--- config.mk ---
export PLATFORM = sky130hd
export DESIGN_NAME = smj_hand_loader
export DESIGN_NICKNAME = d
export VERILOG_FILES = /design/src/rtl/smj_pkg.sv /design/src/rtl/smj_sort_insert.sv /design/src/rtl/smj_hand_loader.sv
export SDC_FILE = /design/constraint.sdc
export NUM_CORES = 1
export LEC_CHECK = 0
export CAP_MARGIN = 30
export CORE_UTILIZATION = 28
export CTS_CLUSTER_SIZE = 10
export DETAILED_ROUTE_END_ITERATION = 16
export SLEW_MARGIN = 20
export SYNTH_ARGS = -nofsm -noshare
export SYNTH_HDL_FRONTEND = slang
export SYNTH_SLANG_ARGS = --single-unit
--- constraint.sdc ---
create_clock -name clk -period 2.5 [get_ports clk]
set_input_delay 0.375 -clock clk [delete_from_list [all_inputs] [get_ports clk]]
set_output_delay 0.375 -clock clk [all_outputs]
set_load 0.01 [all_outputs]
--- src/rtl/smj_pkg.sv ---
// Shared tile types and loader constants for the SMJ hand judge and its front end.
// Tiles are opaque 6-bit codes; the sentinel is the maximum code.
package smj_pkg;
  typedef logic [5:0] tile_t;
  localparam int HAND_SIZE = 5;
  localparam tile_t TILE_SENTINEL = 6'h3F;
  typedef enum logic {FILL, HOLD} ldr_state_t;
  typedef tile_t [HAND_SIZE-1:0] hand_t;
endpackage

--- src/rtl/smj_sort_insert.sv ---
// Combinational stable insertion of one tile into the sorted, partly occupied slot array.
// Zero latency; no flow control of its own, the caller decides when to commit the result.
module smj_sort_insert
  import smj_pkg::*;
(
  input  hand_t      slot,
  input  logic [2:0] count,
  input  tile_t      tile,
  output hand_t      slot_nxt
);

  // le[i]: slot i is occupied and keeps its position (ties stay ahead of the new tile).
  // Occupied slots are sorted, so le is a run of ones from bit 0.
  logic [HAND_SIZE-1:0] le;

  always_comb begin
    for (int i = 0; i < HAND_SIZE; i++) begin
      le[i] = (3'(i) < count) && (slot[i] <= tile);
    end
    slot_nxt[0] = le[0] ? slot[0] : tile;
    for (int i = 1; i < HAND_SIZE; i++) begin
      slot_nxt[i] = le[i] ? slot[i] : (le[i-1] ? tile : slot[i-1]);
    end
  end

endmodule

--- src/rtl/smj_hand_loader.sv ---
// Accepts one tile per cycle into a sorted 5-slot hand, then holds it for the judge until out_ready.
// Hand visible the edge the 5th tile lands; in_ready drops while a hand is held, no input buffering.
module smj_hand_loader
  import smj_pkg::*;
#(
  parameter int HAND_SIZE = 5,
  parameter int TILE_W    = 6
) (
  input  logic              clk,
  input  logic              rst_n,
  input  logic              in_valid,
  input  logic [TILE_W-1:0] in_tile,
  output logic              in_ready,
  output logic              out_valid,
  input  logic              out_ready,
  output logic [TILE_W-1:0] hand_n0,
  output logic [TILE_W-1:0] hand_n1,
  output logic [TILE_W-1:0] hand_n2,
  output logic [TILE_W-1:0] hand_n3,
  output logic [TILE_W-1:0] hand_n4,
  output logic              out_err
);

  ldr_state_t state_q, state_d;
  logic [2:0] count_q, count_d;
  hand_t      slot_q, slot_d, ins_slot;
  logic       err_q, err_d;

  smj_sort_insert u_sort_insert (
    .slot     (slot_q),
    .count    (count_q),
    .tile     (in_tile),
    .slot_nxt (ins_slot)
  );

  always_comb begin
    state_d = state_q;
    count_d = count_q;
    slot_d  = slot_q;
    err_d   = err_q;
    case (state_q)
      FILL: begin
        if (in_valid) begin
          slot_d  = ins_slot;
          count_d = count_q + 3'd1;
          if (count_q == 3'(HAND_SIZE - 1)) begin
            state_d = HOLD;
            // Sorted hand: all five equal exactly when the ends match.
            err_d   = (ins_slot[0] == ins_slot[HAND_SIZE-1]);
          end
        end
      end
      HOLD: begin
        if (out_ready) begin
          state_d = FILL;
          count_d = 3'd0;
          slot_d  = {HAND_SIZE{TILE_SENTINEL}};
          err_d   = 1'b0;
        end
      end
      default: state_d = FILL;
    endcase
  end

  always_ff @(posedge clk or negedge rst_n) begin
    if (!rst_n) begin
      state_q <= FILL;
      count_q <= 3'd0;
      slot_q  <= {HAND_SIZE{TILE_SENTINEL}};
      err_q   <= 1'b0;
    end else begin
      state_q <= state_d;
      count_q <= count_d;
      slot_q  <= slot_d;
      err_q   <= err_d;
    end
  end

  assign in_ready  = (state_q == FILL);
  assign out_valid = (state_q == HOLD);
  assign out_err   = err_q;
  assign hand_n0   = slot_q[0];
  assign hand_n1   = slot_q[1];
  assign hand_n2   = slot_q[2];
  assign hand_n3   = slot_q[3];
  assign hand_n4   = slot_q[4];

endmodule

# [After elaboration in Yosys (flattened, before gate mapping)]
# Index checks and enable logic that the tools add are counted.
# Widths: inputs -> output; s select.
[totals] register_bits=35 inputBits=10
[op_classes] n_addsub=1 magnitude_cmp=10 n_eq_ne=8 n_mux=23 bitwise_logic=1 reduce_logical=10
[op_table] op="$mux 30" n=2
[op_table] op="$pmux 30 s2" n=1
[op_table] op="$mux 6" n=9
[op_table] op="$le 6x6->1" n=5
[op_table] op="$reduce_and 3->1" n=4
[op_table] op="$ne 2x2->1 const B" n=5
[op_table] op="$eq 6x6->1" n=1
[op_table] op="$lt 1x3->1 const A" n=2
[op_table] op="$lt 2x3->1 const A" n=2
[op_table] op="$mux 1" n=6
[op_table] op="$mux 3" n=2
[op_table] op="$pmux 3 s2" n=1
[op_table] op="$logic_and 1x1->1" n=5
[op_table] op="$pmux 1 s2" n=2
[op_table] op="$add 3x1->3 const B" n=1
[op_table] op="$eq 3x3->1 const B" n=1
[op_table] op="$lt 3x3->1 const A" n=1
[op_table] op="$ne 2x1->1 const B" n=1
[op_table] op="$reduce_and 2->1" n=1
[op_table] op="$not 1->1" n=1

# [Longest topological paths before layout]
[depth] ltp_word=8 depth_mapped=11 ltp_nobuf=10

# [By module]
# From an unflattened synthesis, not the netlist that was laid out.
[unflattened] cells_unflattened=399 area_unflattened_um2=3342.0
[by_module_without_submodules] mod="smj_sort_insert" instances=1 cells_each=235 area_each_um2=1814.2 seq_area_each_um2=0.0
[by_module_without_submodules] mod="smj_hand_loader" instances=1 cells_each=164 area_each_um2=1527.7 seq_area_each_um2=913.4

# [Worst setup path after synthesis]
# Ideal clock, no wire load.
[synth_timing] path_type="reg2reg" from="reg slot_q, in the netlist hand_n1[1]" to="reg slot_q, in the netlist hand_n1[1]" arrival_time_ps=2358 required_ps=2418 setup_slack_ps=60 path_stages_with_launch=10 synth_period_minus_slack_ps=2440 path_cell_list="dfstp_2 > ha_1 > nor2b_1 > o21a_1 > o21ai_1 > nand2b_1 > a211oi_1 > o22ai_2 > a21oi_2 > mux2_2"
[synth_between] elab_chain_len=4
[synth_rtl] item="start, declared" line_no="smj_hand_loader.sv:26" source="hand_t slot_q, slot_d, ins_slot;"
[synth_rtl] item="start signal, assigned" line_no="smj_hand_loader.sv:69" source="slot_q <= {HAND_SIZE{TILE_SENTINEL}};"
[synth_rtl] item="start signal, assigned" line_no="smj_hand_loader.sv:74" source="slot_q <= slot_d;"
[synth_rtl] item="$le 6x6->1" line_no="smj_sort_insert.sv:18" source="le[i] = (3'(i) < count) && (slot[i] <= tile);"
[synth_rtl] item="$logic_and 1x1->1" line_no="smj_sort_insert.sv:18"
[synth_rtl] item="$ne 2x2->1 (no line)"
[synth_rtl] item="$reduce_and 3->1 (no line)"
# Every way passes these cells.
# A chain may end at the register's enable or synchronous reset.

# [Final worst setup path]
[layout_timing] from="reg slot_q, in the netlist hand_n4[4]" to="reg err_q (netlist: out_err)"
[layout_between] elab_chain_len=7
[layout_rtl] item="$le 6x6->1" line_no="smj_sort_insert.sv:18"
[layout_rtl] item="$logic_and 1x1->1" line_no="smj_sort_insert.sv:18"
[layout_rtl] item="$mux 6 (*)" line_no="smj_sort_insert.sv:22" source="slot_nxt[i] = le[i] ? slot[i] : (le[i-1] ? tile : slot[i-1]);"
[layout_rtl] item="$eq 6x6->1 (*)" line_no="smj_hand_loader.sv:49" source="err_d = (ins_slot[0] == ins_slot[HAND_SIZE-1]);"
[layout_rtl] item="$mux 1 (*)" line_no="smj_hand_loader.sv:46" source="if (count_q == 3'(HAND_SIZE - 1)) begin"
[layout_rtl] item="$mux 1 (*)" line_no="smj_hand_loader.sv:43" source="if (in_valid) begin"
[layout_rtl] item="$pmux 1 s2 (*)" line_no="smj_hand_loader.sv:41" source="case (state_q)"
[layout_rtl] item="end signal, assigned" line_no="smj_hand_loader.sv:75" source="err_q <= err_d;"
[layout_rtl] item="end, declared" line_no="smj_hand_loader.sv:27" source="logic err_q, err_d;"
# Every way passes the cells marked *; elsewhere a longest branch is shown, timed or not. The select of a mux whose other input is x is not followed.

==> out/metrics.yaml <==
dpl.hpwl_um: 6290
p_leak_nw: 1.79
syn_area_um2: 2650
layout-drive-gt1-share_pct: 40.5
first_global_vias: 2526
nFillCells: 903
status: "complete, no violations"
clockBufferDepth: 2
drv_cap: 0
cp_slowest_cell: "dfstp_2"
async_flop_share_pct: 100
rows: 35
drt_pre_antenna_iters: 4
cts.clk_slew.worst_paths_ns: 0.09
cp-end-kind: "register"
synth_edf_count: 0
crit_type: "register to register"
cts_sinks: 35
synthFlopType: "dfstp_2"
clk_latency_ns: 0.30
clock_skew_ns: 0.0107
die_h_um: 99.3
grt_start_max_net_pins: 36
synthDistinctLibCells: 49
utilization_pct: 43.9
period_share_pct: 97.5
fp.coreArea_um2: 9200
power_density_nw_per_um2: 1410
cts_root_buf: "clkbuf_8"
start_util_pct: 28.8
synth_nets: 308
irDropWorstVdd_uv: 541
slowest_delay_ns: 0.59
die-width_um: 99.3
wirelength_um: 8520
fin_crit_ns: 2.44
ys_warn_count: 0
vias_per_cell: 5.08
yosys_register_bits: 35
grt_pass1_wl_um: 13400
grt-ovfl-total: 0
io-pin-count: 43
rsz0062_at_grt: "yes"
yosysSeqAreaShare_pct: 34.4
ant_nets: 0
setup_viol: 0
place_ws_ns: -0.647
postCtsHoldBufs: 0
max_freq_ghz: 0.410
drv_slew: 0
antenna_cells: 0
place.gp.congestion: 0.824
p_total_w: 0.00568
hold_ws_ns: 0.497
path_max_fanout: 4
worst_slew_pin_slew_ns: 0.705
htreeDepth: 2
drt_iter0_markers: 94
tritoncts: "built"
dieArea_um2: 9870
nNetsFinal: 414
dpl.cell_count: 458
cp_data_arrival_time_ns: 2.68
via_count: 2457
worst_path_most_repeated_cell: "buf_4"
port_buffers: 42
hold_viol_final: 0
start_kind: "register"
worst-endpoint-required_ns: 2.74
wire_per_inst_um: 17.6
syn_to_final_growth_pct: 52.1
drc: 0
synth.avg_cell_area_um2: 9.97
worstPathCellList: "ha_4, nand3_2, or3_4, a31oi_4, buf_4, buf_4, nor2_1, a21o_1, xor2_1, nor3_1, a32o_2"
hold_class: "primary input to asynchronous set/reset pin"
syn_inst: 266
stdcell_count: 484
numCtsBuffers: 5
worst-path-buf-inv: 2
grt_usage_pct: 17.7
antenna_found_initial: 0
final.setup.worst_slack_ns: 0.0621
relSlewSlack_pct: 52.8
path_delay_family: "simple AND/OR/NAND/NOR gates"
==> registers in the layout, indices dropped and copies added (netlist names) <==
| signal | cells |
|---|---|
| count_q | 3 |
| hand_n0 | 6 |
| hand_n1 | 6 |
| hand_n2 | 6 |
| hand_n3 | 6 |
| hand_n4 | 6 |
| out_err | 1 |
| out_valid | 1 |
==> layer usage <==
layer  up-vias  global-route usage, %  wire, um  share of wire (%)
met3         8                   2.46       340                4.0
met2        59                   30.1      4170                 49
met1      1205                   24.2      3910                 46
met5         -                      0         0                  0
li1       1185                      -         -                  -
met4         0                   2.83        98                1.2
==> cells by family (layout without fill, tap and decap cells) <==
kind of cell    Yosys count  after routing  synth area share, %
compound gates           62             62                 16.0
xor+xnor                  7              7                 2.31
fa+ha+maj                32             32                 15.1
buf+inv                  21            128                 3.30
flops                    35             35                 34.4
mux                      40             40                 15.7
simple gates             69             69                 13.2
==> final timing paths <==
check | startpoint | end | slack, ns | depth (start not counted)
hold reg to reg | hand_n4[2] | hand_n4[2] | 0.50 | 2
max in group asynchronous | rst_n | hand_n3[5] | 1.64 | 2
setup / recovery | hand_n4[4] | out_err | 0.06 | 11
setup reg to reg | hand_n4[4] | out_err | 0.06 | 11
hold / removal | rst_n | out_err | 0.50 | 2
min in group clk | hand_n4[2] | hand_n4[2] | 0.50 | 2
==> cell type report <==
class                      instances  area (um2)  area share [%]
tap                              111         139            3.44
inverter                          15        66.3            1.64
clock buffer                       5        68.8            1.71
sequential                        35         913            22.6
multi-input combinational        210        1890            46.8
clock inverter                     3        43.8            1.09
timing repair buffer             105         915            22.7
==> synthesized netlist by cell type, types with 2 or more instances <==
library cell | count | area, um2
a21oi_1 | 17 | 85.1
nor2b_1 | 4 | 25.0
dfstp_2 | 30 | 788
dfrtp_1 | 5 | 125
o21ai_0 | 15 | 75.1
nand4_1 | 3 | 18.8
mux2i_1 | 31 | 310
inv_1 | 14 | 52.6
nand2_1 | 17 | 63.8
o22ai_1 | 3 | 18.8
o22a_1 | 5 | 43.8
nand3_1 | 3 | 15.0
nand2b_1 | 2 | 12.5
a21oi_2 | 2 | 17.5
clkbuf_1 | 4 | 15.0
and2_1 | 2 | 12.5
nor3_1 | 8 | 40.0
mux2_2 | 7 | 78.8
xor2_1 | 7 | 61.3
ha_1 | 32 | 400
nor2_1 | 20 | 75.1
o21a_1 | 4 | 30.0
a21o_1 | 2 | 15.0
o21ai_1 | 3 | 15.0
and4_1 | 2 | 17.5
==> report_power, final <==
group / internal [W] / total (W) / switching [W]
Clock: 0.000297 / 0.000533 / 0.000236
Sequential: 0.000996 / 0.00128 / 0.000288
Combinational: 0.00210 / 0.00386 / 0.00177
Total: 0.00339 / 0.00568 / 0.00229
==> per-stage QoR <==
step	TNS [ns]	cell area, um2
floorplan	0	2650
global placement	-10.35	3530
detailed placement	-11.31	3530
CTS	0	3870
global route	-0.0270	4030
finish	0	4030
==> repair_timing <==
action                                 in CTS  in global routing
gates resized for setup                    43                 15
buffers inserted                            7                 11
endpoints found under the hold margin       0                  0
pin swaps                                   8                  7
setup endpoints to repair                  23                  6
==> placed cells by master, fill, tap and decap left out, types with 4 or more instances in the layout <==
cell type        synthesis  final
mux2_4                   1      4
clkdlybuf4s50_1          0     36
clkbuf_8                 0      5
o21a_1                   4      4
o21ai_1                  3      5
nor2_1                  20     20
o22a_1                   5      5
mux2_2                   7      5
ha_1                    32     25
mux2i_4                  0      4
mux2i_1                 31     21
inv_4                    0      4
xor2_1                   7      6
mux2i_2                  0      6
nor3_1                   8      8
o21ai_0                 15     13
dlygate4sd2_1            0      5
ha_4                     0      7
dfstp_2                 30     30
buf_4                    0     59
dfrtp_1                  5      5
inv_1                   14      9
a21oi_1                 17     16
nor2b_1                  4      4
nand2_1                 17     17
Power figures use the tool's default switching activity.
